--- src/rtl/vga_stream_sequencer.sv ---
// vga_stream_sequencer: pixel address / SOP / EOP generator for the VGA
// filter stream, with frame-boundary commit of filter configuration.
//
// Ports:
//   clk, reset         clock, async active-low reset
//   mode_btn           raw button; each rising edge advances pending mode
//   mic_en_in          raw mic-enable switch, sampled at commit
//   pitch_in/valid     pitch estimate feeding the hysteretic band tracker
//   vga_ready          downstream ready; consume = STREAM & vga_ready
//   rd_addr, rd_en     pixel read address and read strobe
//   start_p, end_p     first / last pixel markers (0 outside STREAM)
//   filter_mode,mic_en committed configuration, updated after last pixel
//   pitch, pitch_band  committed pitch and band
//   frame_done         one-cycle pulse following the last-pixel consume
module vga_stream_sequencer #(
    parameter int WIDTH      = 320,
    parameter int HEIGHT     = 240,
    parameter int ADDR_W     = 17,
    parameter int NUM_MODES  = 3,
    parameter int PITCH_HYST = 200
) (
    input  logic              clk,
    input  logic              reset,
    input  logic              mode_btn,
    input  logic              mic_en_in,
    input  logic [15:0]       pitch_in,
    input  logic              pitch_valid,
    input  logic              vga_ready,
    output logic [ADDR_W-1:0] rd_addr,
    output logic              rd_en,
    output logic              start_p,
    output logic              end_p,
    output logic [2:0]        filter_mode,
    output logic              mic_en,
    output logic [15:0]       pitch,
    output logic [1:0]        pitch_band,
    output logic              frame_done
);

    localparam int              TOTAL    = WIDTH * HEIGHT;
    localparam logic [ADDR_W-1:0] LAST   = ADDR_W'(TOTAL - 1);
    localparam logic [2:0]      MODE_MAX = 3'(NUM_MODES - 1);
    localparam logic [16:0]     HYST     = 17'(PITCH_HYST);
    localparam logic [16:0]     TH1      = 17'd3000;
    localparam logic [16:0]     TH2      = 17'd5000;
    localparam logic [16:0]     TH3      = 17'd8000;

    typedef enum logic {
        S_IDLE,
        S_STREAM
    } state_t;

    state_t             r_state;
    state_t             w_next;
    logic               w_stream;
    logic               w_consume;
    logic               w_commit;

    logic [ADDR_W-1:0]  r_idx;
    logic [1:0]         r_btn_sync;
    logic               r_btn_q;
    logic [1:0]         r_mic_sync;
    logic               w_btn_rise;
    logic [2:0]         r_pend;
    logic [2:0]         w_pend_next;

    logic [15:0]        r_cand_pitch;
    logic [1:0]         r_cand_band;
    logic [16:0]        w_p17;
    logic [1:0]         w_band;
    logic               w_lo_ok;
    logic               w_hi_ok;
    logic               w_accept;

    logic [2:0]         r_mode;
    logic               r_mic;
    logic [15:0]        r_pitch;
    logic [1:0]         r_band;
    logic               r_frame_done;

    always_ff @(posedge clk or negedge reset) begin
        if (!reset) r_state <= S_IDLE;
        else        r_state <= w_next;
    end

    // IDLE lasts exactly one cycle after reset release.
    always_comb begin
        w_next   = r_state;
        w_stream = 1'b0;
        unique case (r_state)
            S_IDLE:   w_next = S_STREAM;
            S_STREAM: begin
                w_next   = S_STREAM;
                w_stream = 1'b1;
            end
        endcase
    end

    assign w_consume = w_stream & vga_ready;
    assign w_commit  = w_consume & (r_idx == LAST);

    assign rd_addr = r_idx;
    assign rd_en   = w_consume;
    assign start_p = w_stream & (r_idx == '0);
    assign end_p   = w_stream & (r_idx == LAST);

    // Edge on the commit cycle must be included in the committed mode,
    // so the commit takes the post-increment value.
    assign w_btn_rise = r_btn_sync[1] & ~r_btn_q;
    always_comb begin
        w_pend_next = r_pend;
        if (w_btn_rise)
            w_pend_next = (r_pend >= MODE_MAX) ? 3'd0 : r_pend + 3'd1;
    end

    // Band thresholds are inclusive on the upper side; a band change
    // needs the sample to sit HYST inside the new band.
    assign w_p17 = {1'b0, pitch_in};
    always_comb begin
        if (w_p17 <= TH1)      w_band = 2'd0;
        else if (w_p17 <= TH2) w_band = 2'd1;
        else if (w_p17 <= TH3) w_band = 2'd2;
        else                   w_band = 2'd3;
    end

    always_comb begin
        w_lo_ok = 1'b1;
        w_hi_ok = 1'b1;
        unique case (w_band)
            2'd0: w_hi_ok = w_p17 <= TH1 - HYST;
            2'd1: begin
                w_lo_ok = w_p17 > TH1 + HYST;
                w_hi_ok = w_p17 <= TH2 - HYST;
            end
            2'd2: begin
                w_lo_ok = w_p17 > TH2 + HYST;
                w_hi_ok = w_p17 <= TH3 - HYST;
            end
            2'd3: w_lo_ok = w_p17 > TH3 + HYST;
        endcase
    end

    assign w_accept = pitch_valid &
                      ((w_band == r_cand_band) | (w_lo_ok & w_hi_ok));

    always_ff @(posedge clk or negedge reset) begin
        if (!reset) begin
            r_idx        <= '0;
            r_btn_sync   <= '0;
            r_btn_q      <= 1'b0;
            r_mic_sync   <= '0;
            r_pend       <= '0;
            r_cand_pitch <= '0;
            r_cand_band  <= '0;
            r_mode       <= '0;
            r_mic        <= 1'b0;
            r_pitch      <= '0;
            r_band       <= '0;
            r_frame_done <= 1'b0;
        end else begin
            r_btn_sync   <= {r_btn_sync[0], mode_btn};
            r_btn_q      <= r_btn_sync[1];
            r_mic_sync   <= {r_mic_sync[0], mic_en_in};
            r_pend       <= w_pend_next;
            r_frame_done <= w_commit;
            if (w_consume)
                r_idx <= (r_idx == LAST) ? '0 : r_idx + 1'b1;
            if (w_accept) begin
                r_cand_pitch <= pitch_in;
                r_cand_band  <= w_band;
            end
            // Candidate registers feed the commit, so a same-cycle
            // sample lands in the following frame.
            if (w_commit) begin
                r_mode  <= w_pend_next;
                r_mic   <= r_mic_sync[1];
                r_pitch <= r_cand_pitch;
                r_band  <= r_cand_band;
            end
        end
    end

    assign filter_mode = r_mode;
    assign mic_en      = r_mic;
    assign pitch       = r_pitch;
    assign pitch_band  = r_band;
    assign frame_done  = r_frame_done;

endmodule

--- config.mk ---
export PLATFORM = sky130hd
export DESIGN_NAME = vga_stream_sequencer
export DESIGN_NICKNAME = d
export VERILOG_FILES = /design/src/rtl/vga_stream_sequencer.sv
export SDC_FILE = /design/constraint.sdc
export NUM_CORES = 1
export LEC_CHECK = 0
export CAP_MARGIN = 10
export CORE_MARGIN = 3
export CORE_UTILIZATION = 45
export CTS_CLUSTER_DIAMETER = 100
export DETAILED_ROUTE_END_ITERATION = 10
export GPL_ROUTABILITY_DRIVEN = 1
export PLACE_DENSITY = 0.71
export SYNTH_ARGS = -nofsm -noshare
export SYNTH_HDL_FRONTEND = slang
export SYNTH_SLANG_ARGS = --single-unit
--- constraint.sdc ---
create_clock -name clk -period 2.9 [get_ports clk]
set_input_delay 0.87 -clock clk [delete_from_list [all_inputs] [get_ports clk]]
set_output_delay 0.87 -clock clk [all_outputs]
set_load 0.1 [all_outputs]
; ---- Yosys cells after proc, flatten, opt, wreduce, memory -nomap -nowiden
; Index checks and enable logic that the tools add are counted.
[totals]
output_inout_bits = 43
elab_cells = 50
ramBits = 0
reg_bits = 67
latch_bits = 0
inputBits = 22
n_memories = 0
rom_bits = 0
[op_classes]
shift = 0
addsub = 2
order_cmp = 10
n_eq_ne = 5
n_reduce_logical = 2
n_div = 0
mul = 0
n_mux = 9
bitwise = 9
[op_table]
columns = op, count
row1 = $le 16x13->1 const B, 4
row2 = $le 16x12->1 const B, 2
row3 = $add 17x1->17 const B, 1
row4 = $eq 17x17->1 const B, 1
row5 = $logic_not 17->1, 1
row6 = $mux 17, 1
row7 = $gt 16x12->1 const B, 1
row8 = $gt 16x13->1 const B, 1
row9 = $gt 16x14->1 const B, 1
row10 = $and 1x1->1, 7
row11 = $mux 3, 2
row12 = $pmux 1 s3, 2
row13 = $eq 2x2->1 const B, 2
row14 = $mux 2, 2
row15 = $add 3x1->3 const B, 1
row16 = $ge 3x2->1 const B, 1
row17 = $eq 2x1->1 const B, 1
row18 = $eq 2x2->1, 1
row19 = $logic_not 2->1, 1
row20 = $mux 1, 2
row21 = $not 1->1, 1
row22 = $or 1x1->1, 1

; ---- Longest topological paths before layout
; Gate-level depths: netlist of the first run.
[depth]
ltp_word = 9
ltp_mapped = 9
mapped_depth_nobuf = 8

; ---- Least setup slack after synthesis of the first run
; Ideal clock, no wire load.
[synth_path]
kind = flip-flop to output port
start = register r_idx[0] (netlist: rd_addr[0])
end = output start_p
required_ns = 2.030
path_buffers = 0
arrival_time_ns = 4.584
path_slack_ns = -2.554
stages_incl_launch_ff = 6
path_cell_list = dfrtp_1 inv_1 ha_1 nor4b_1 nand4_1 nor4b_1
[synth_via]
elab_chain_len = 2
[synth_rtl]
columns = item, line_no
row1 = from (decl), 59  ; logic [ADDR_W-1:0] r_idx;
row2 = from (signal assigned), 167  ; r_idx <= (r_idx == LAST) ? '0 : r_idx + 1'b1;
row3 = $logic_not 17->1, 104  ; assign start_p = w_stream & (r_idx == '0);
row4 = $and 1x1->1, 104
row5 = to (decl), 31  ; output logic start_p,
; Every way passes these cells.

; ---- Worst setup path after layout of the first run
[layout_path]
start = input pitch_in[12]
end = register r_cand_pitch[11]
[layout_via]
elab_chain_len = 9
elab_cells_between_ends = 22
cone_classes = 9 x order compare / 4 x eq/ne / 5 x mux / 3 x bitwise / 1 x reduce/logical
[layout_rtl]
columns = item, line_no
row1 = from (decl), 26  ; input logic [15:0] pitch_in,
row2 = $le 16x13->1, 122  ; else if (w_p17 <= TH3) w_band = 2'd2;
row3 = $mux 1, 122
row4 = $mux 2, 121  ; else if (w_p17 <= TH2) w_band = 2'd1;
row5 = $mux 2, 120  ; if (w_p17 <= TH1) w_band = 2'd0;
row6 = "$eq 2x2->1, or another cell as far along", 129  ; unique case (w_band)
row7 = $pmux 1 s3, 129
row8 = $and 1x1->1, 144  ; ((w_band == r_cand_band) | (w_lo_ok & w_hi_ok));
row9 = $or 1x1->1 *, 144
row10 = $and 1x1->1 *, 143  ; assign w_accept = pitch_valid &
row11 = to (signal assigned), 169  ; r_cand_pitch <= pitch_in;
row12 = to (decl), 67  ; logic [15:0] r_cand_pitch;
; Mark *: on every way between the ends. The rest lies on a longest branch, timed or not.
; A chain may end at the register's enable or synchronous reset.

==> results.toml, run 1 <==
[yosys]
synth_compound_area_share_pct = 9.01
synth_simple_gate_area_share_pct = 16.0
synthAdderAreaFrac_pct = 1.57
synth_top_area_cell = "dfrtp_1"
ys_seq_area_share_pct = 52.5
synth.cell_area_mm2 = 0.00319
yosysWarnings = 0
synth_xor_area_share_pct = 3.84
synth-async-reset-ratio_pct = 100
ys_types = 54
synth_mux_area_share_pct = 14.2
ys_ff_latch = 67
synth-edff-count = 0
syn_inst = 272
ys.flop_type = "dfrtp_1"
postSynthNetCount = 298
synth.area.top_cells = "dfrtp_1 (53%), mux2_2 (11%), mux2_4 (3.3%)"
synth_top_area_share_pct = 52.5
synth_top_family_by_area = "simple AND/OR/NAND/NOR gates"
syn-mean-instance-area_um2 = 11.7

[final_layout]
num_antenna_cells = 0
area_growth_pct = 45.4
final_util_pct = 68.0
finalNetCount = 410
drive_above_1_share_pct = 53.0
final_cells = 485
finalInstanceArea_mm2 = 0.00464

[grt]
grt_pass1_wl_um = 13400
grt_max_degree = 36
first_global_vias = 2645
grt_overflow = 0
antenna_found_initial = 0
track_usage_pct = 20.7

[worst_setup_path]
path_max_fanout = 6
cp-start-kind = "input pin"
max_stage_delay_ns = 0.37
crit_top_cell = "o41ai_4"
arrival_ns = 3.13
worstSetupPathType = "in2reg"
required_ns = 3.13
cp-end-kind = "flop"
cp_num_buf_inv = 3
path_cells = "dlygate4sd2_1 -> nor4b_4 -> nand2_2 -> or3_4 -> nand4_1 -> o41ai_4 -> o41ai_4 -> clkbuf_16 -> buf_12 -> mux2_4"
cp_top_family = "simple AND/OR/NAND/NOR gates"
cp_slowest_cell = "or3_4"

[clocking]
cts.sinks = 67
clk_latency_ns = 0.34
tritoncts = "done"
cts_root_buf = "clkbuf_8"
holdBufCountCts = 0
numCtsBuffers = 9
cts_buffer_depth = 2
clk_pin_slew_worst_paths_ns = 0.07
htreeDepth = 3

[sta]
period_minus_slack_ns = 2.90
tns_ns = 0
setup_viol = 0
period_share_pct = 99.9
finalHoldViolCount = 0
final.setup.worst_slack_ns = 0.00190
fin_worst_skew_ns = 0.00546
report.final.slew_viol_count = 0
fin_hold_ws_ns = 0.346
fmax_ghz = 0.345
rsz0062_at_grt = "yes"

[power_and_ir_drop]
power_density_mw_per_mm2 = 573
finalPower_mw = 2.66
cellLeakagePower_nw = 2.21
vdd_drop_max_mv = 0.316

[min_path]
worstHoldPathType = "in2async"

[run]
cap_violations = 0

[placed_design]
finalWeightedCongestion = 0.847
place_ws_ns = -0.694
hpwl_um = 5440
place_inst = 461
port_buffers = 64
placed_cell_area_mm2 = 0.00423

[die]
num_io_pins = 65
num_rows = 30
core_area_mm2 = 0.00683
dieHeight_um = 90.2
initial_utilization_pct = 46.7
die_area_mm2 = 0.00814
die_x_um = 90.2

[drt]
drtIter0Drc = 126
viasPerCell = 5.26
route.antenna.remaining_nets = 0
routed_wl_um = 8040
drtPass1Iterations = 4
wl_per_cell_um = 16.6
vias = 2553
drc = 0

[status]
status = "finished, final reports clean"
## layout make-up
type / instances / area, um^2
inverter: 9 / 33.8
clock buffer: 12 / 145
sequential: 67 / 1710
timing repair buffer: 111 / 931
clock inverter: 4 / 73.8
multi-input combinational: 186 / 1630
fill: 513 / 2190
tap: 96 / 120
## report_power, final
part	switching [mW]	total [mW]	internal, mW	leakage (nW)
Sequential	0.107	1.13	1.02	0.842
Clock	0.353	0.862	0.509	0.111
Combinational	0.431	0.667	0.236	1.26
## sequential cells by signal, indices dropped and copies added, names as in the netlist
name          cells
rd_addr          17
pitch            16
r_cand_pitch     16
filter_mode       3
r_pend            3
pitch_band        2
r_btn_sync        2
r_cand_band       2
r_mic_sync        2
frame_done        1
mic_en            1
r_btn_q           1
r_state           1
## logic make-up (layout without fill, tap and decap cells)
logic type      Yosys count  in the layout
other cells               1              1
xor+xnor                 14             14
buf+inv                  19            136
simple gates             92             92
mux                      38             38
flops                    67             67
fa+ha+maj                 4              4
compound gates           37             37
## layout by cell type, fill, tap and decap left out, types with 3 or more instances in the layout
| cell type | Yosys | final |
|---|---|---|
| clkbuf_8 | 0 | 10 |
| dlygate4sd2_1 | 0 | 3 |
| dfrtp_1 | 67 | 51 |
| dfrtp_2 | 0 | 11 |
| nand2_2 | 1 | 3 |
| nor3_2 | 1 | 5 |
| buf_4 | 0 | 82 |
| a21oi_1 | 5 | 3 |
| nor2_1 | 16 | 14 |
| xnor2_1 | 9 | 9 |
| nand2_1 | 21 | 19 |
| o21ai_0 | 10 | 9 |
| buf_2 | 1 | 9 |
| nor4b_4 | 1 | 3 |
| nand4_1 | 6 | 6 |
| ha_1 | 4 | 4 |
| nand2b_1 | 4 | 3 |
| clkdlybuf4s50_1 | 0 | 4 |
| inv_1 | 8 | 6 |
| mux2_2 | 30 | 22 |
| nor3_1 | 7 | 3 |
| buf_12 | 0 | 5 |
| nand3_1 | 13 | 11 |
| mux2_4 | 7 | 15 |
| dfrtp_4 | 0 | 5 |
| xor2_1 | 5 | 5 |
| and3_1 | 5 | 5 |
## Yosys cell counts, types with 2 or more instances
| master | instances |
|---|---|
| a21o_1 | 2 |
| and2_1 | 2 |
| o21ai_0 | 10 |
| mux2_2 | 30 |
| xor2_1 | 5 |
| nand3_1 | 13 |
| nand4_1 | 6 |
| nand2b_1 | 4 |
| inv_1 | 8 |
| buf_6 | 2 |
| buf_1 | 2 |
| and3_1 | 5 |
| nand2_1 | 21 |
| mux2_4 | 7 |
| clkbuf_1 | 5 |
| o31a_1 | 2 |
| a22o_1 | 2 |
| nor4_1 | 4 |
| a31oi_1 | 2 |
| a31o_2 | 2 |
| xnor2_1 | 9 |
| nor2_1 | 16 |
| nor3_1 | 7 |
| dfrtp_1 | 67 |
| nor4b_1 | 2 |
| ha_1 | 4 |
| a21oi_1 | 5 |
| nor2b_1 | 2 |
## metal layers
| metal | routed length [um] | vias up | GRT usage, % | part of all wire, % |
|---|---|---|---|---|
| li1 | - | 1205 | - | - |
| met1 | 3560 | 1251 | 26.4 | 44 |
| met2 | 3930 | 84 | 33.5 | 49 |
| met3 | 391 | 13 | 4.85 | 4.9 |
| met4 | 158 | 0 | 9.44 | 2.0 |
| met5 | 0 | - | 0 | 0 |
## repair_timing
action                     in CTS  in global routing
setup endpoints to repair      18                 20
resized for setup              65                 28
buffers inserted                8                  1
pin swaps                      16                  9
## worst register-to-register path: cells and delay by family, from the launching register on
| kind | cells | cell delay, ns |
|---|---|---|
| AND/OR/NAND/NOR | 4 | 0.69 |
| flip-flops | 1 | 0.45 |
| multiplexers | 1 | 0.39 |
| buffers and inverters | 1 | 0.33 |
| adder cells (fa/ha/maj) | 1 | 0.21 |
## final timing paths
check                      slack (ns)     startpoint          endpoint  cells past startpoint
setup reg to reg                 0.74     rd_addr[0]          pitch[0]                      7
min in group clk                 0.35  r_mic_sync[0]     r_mic_sync[1]                      0
hold reg to reg                  0.35  r_mic_sync[0]     r_mic_sync[1]                      0
max in group asynchronous        1.98          reset           r_btn_q                      2
hold / removal                   0.35          reset         r_pend[0]                      1
setup / recovery                0.002   pitch_in[12]  r_cand_pitch[11]                     10
No activity file was read; power rests on OpenSTA's default activity.
==> run 2: changes to the inputs <==
- ABC_CLOCK_PERIOD_IN_PS: unset -> 2900
- CTS_CLUSTER_DIAMETER: 100 -> 60
- MAX_ROUTING_LAYER: unset -> met4
==> results.toml, run 2 (synthesis results as in run 1) <==
[grt]
track_usage_pct = 20.7
grt_max_degree = 36
grt_overflow = 0
grt_pass1_wl_um = 13100
first_global_vias = 2702
antenna_found_initial = 0

[final_layout]
finalNetCount = 415
seq_area_mm2 = 0.00171
largest_reg_flops = 17
final_util_pct = 70.4
drive_above_1_share_pct = 55.6
final_cell_mix = "buf_4 (86), dfrtp_1 (51), mux2_2 (22)"
area_growth_pct = 50.7
num-fill-cells = 528
final_common_cell = "buf_4"
multiInputGateArea_mm2 = 0.00169
num_antenna_cells = 0

[worst_setup_path]
arrival_ns = 3.12
worstSetupPathType = "in2reg"
required_ns = 3.12
cp-end-kind = "flop"
cp-start-kind = "input pin"
path_max_fanout = 5

[power_and_ir_drop]
swShare_pct = 31.8
p_int_mw = 1.95
p_seq_share_pct = 39.5
power_density_mw_per_mm2 = 595
clkPwrFrac_pct = 36.8
vdd_drop_max_mv = 0.317
p_switching_mw = 0.911
cellLeakagePower_nw = 2.30
power_frac_comb_pct = 23.7
finalPower_mw = 2.86

[clocking]
cts.sinks = 67
htreeDepth = 3
tritoncts = "done"
clk_latency_ns = 0.34
numCtsBuffers = 9
cts_buffer_depth = 2
cts_root_buf = "clkbuf_8"
holdBufCountCts = 0
clk_pin_slew_worst_paths_ns = 0.07

[drt]
vias = 2611
routed_wl_um = 8060
drtIter0Drc = 115
viasPerCell = 5.33
drc = 0
drtPass1Iterations = 4
wl_per_cell_um = 16.5
route.antenna.remaining_nets = 0

[placed_design]
finalWeightedCongestion = 0.889
place_ws_ns = -0.681
port_buffers = 64
hpwl_um = 5410

[sta]
fmax_ghz = 0.345
final.setup.worst_slack_ns = 0.000931
period_minus_slack_ns = 2.90
fin_worst_skew_ns = 0.00910
report.final.slew_viol_count = 0
finalHoldViolCount = 0
period_share_pct = 100
fin_hold_ws_ns = 0.350
rsz0062_at_grt = "yes"
setup_viol = 0

[die]
die_area_mm2 = 0.00814
num_io_pins = 65
initial_utilization_pct = 46.7
die_x_um = 90.2
num_rows = 30
core_area_mm2 = 0.00683
dieHeight_um = 90.2

[min_path]
worstHoldPathType = "in2async"

[run]
cap_violations = 0

[status]
status = "finished, final reports clean"
run 2: cell count changes in the layout (fill, tap and decap cells not counted), moves of 2 or more:
| cell | delta |
|---|---|
| clkbuf_1 | -2 |
| buf_2 | -4 |
| bufinv_16 | +2 |
| buf_6 | +5 |
| buf_4 | +4 |
| nor3_4 | +2 |
| clkbuf_2 | +2 |
run 2: per-stage QoR:
stage / setup TNS [ns] / std cells / area [um^2]
finish: 0 / 490 / 4810
CTS: 0 / 489 / 4730
global placement: -12.45 / 465 / 4260
global route: -0.694 / 490 / 4810
detailed placement: -11.57 / 465 / 4260
floorplan: -1.96 / 272 / 3290
run 2: critical path, cell delays in order:
cell	delay [ns]
dlygate4sd2_1	0.26
nor4b_4	0.28
buf_4	0.16
buf_4	0.11
a31oi_2	0.11
buf_4	0.15
o32ai_2	0.11
a32oi_2	0.11
o41ai_4	0.34
buf_4	0.19
clkbuf_16	0.15
mux2_4	0.29
run 2: power groups by stage:
stage	logic, mW	clock network (mW)	registers [mW]
after floorplan	0.207	0	1.34
after global placement	0.626	0	1.13
after detailed placement	0.634	0	1.14
after CTS	0.664	1.07	1.12
after global routing	0.720	1.11	1.14
final	0.680	1.05	1.13
run 2: cell type report:
cell class                      instances  share of cell area, %
Clock buffer                           10                   2.86
Clock inverter                          6                   2.83
Inverter                                9                  0.702
Multi-Input combinational cell        186                   35.2
Sequential cell                        67                   35.5
Tap cell                               96                   2.50
Timing Repair Buffer                  116                   20.4
run 2: worst paths after layout:
check,endpoint,slack [ns],depth (start not counted),from
worst max-delay path,r_cand_pitch[8],0.0009,12,pitch_in[12]
worst min-delay path,r_pend[0],0.35,1,reset
worst max register to register,pitch[7],0.72,7,rd_addr[0]
worst min register to register,r_btn_sync[1],0.35,0,r_btn_sync[0]
max in group asynchronous,pitch[13],1.97,2,reset
min in group clk,r_btn_sync[1],0.35,0,r_btn_sync[0]
run 2: repair_timing:
action                                  4_1_cts  5_1_grt
resized for setup                            69       37
pin swaps                                    19       20
endpoints found under the setup margin       18       20
setup buffers                                 7        1
cloned                                        1        0
run 2: per-layer routing:
layer  GRT usage [%]  wire [um]  vias up
li1                -          -     1220
met1            26.0       3480     1280
met2            31.8       3970       93
met3            4.94        432       18
met4            9.44        185        0
met5               -          0        -
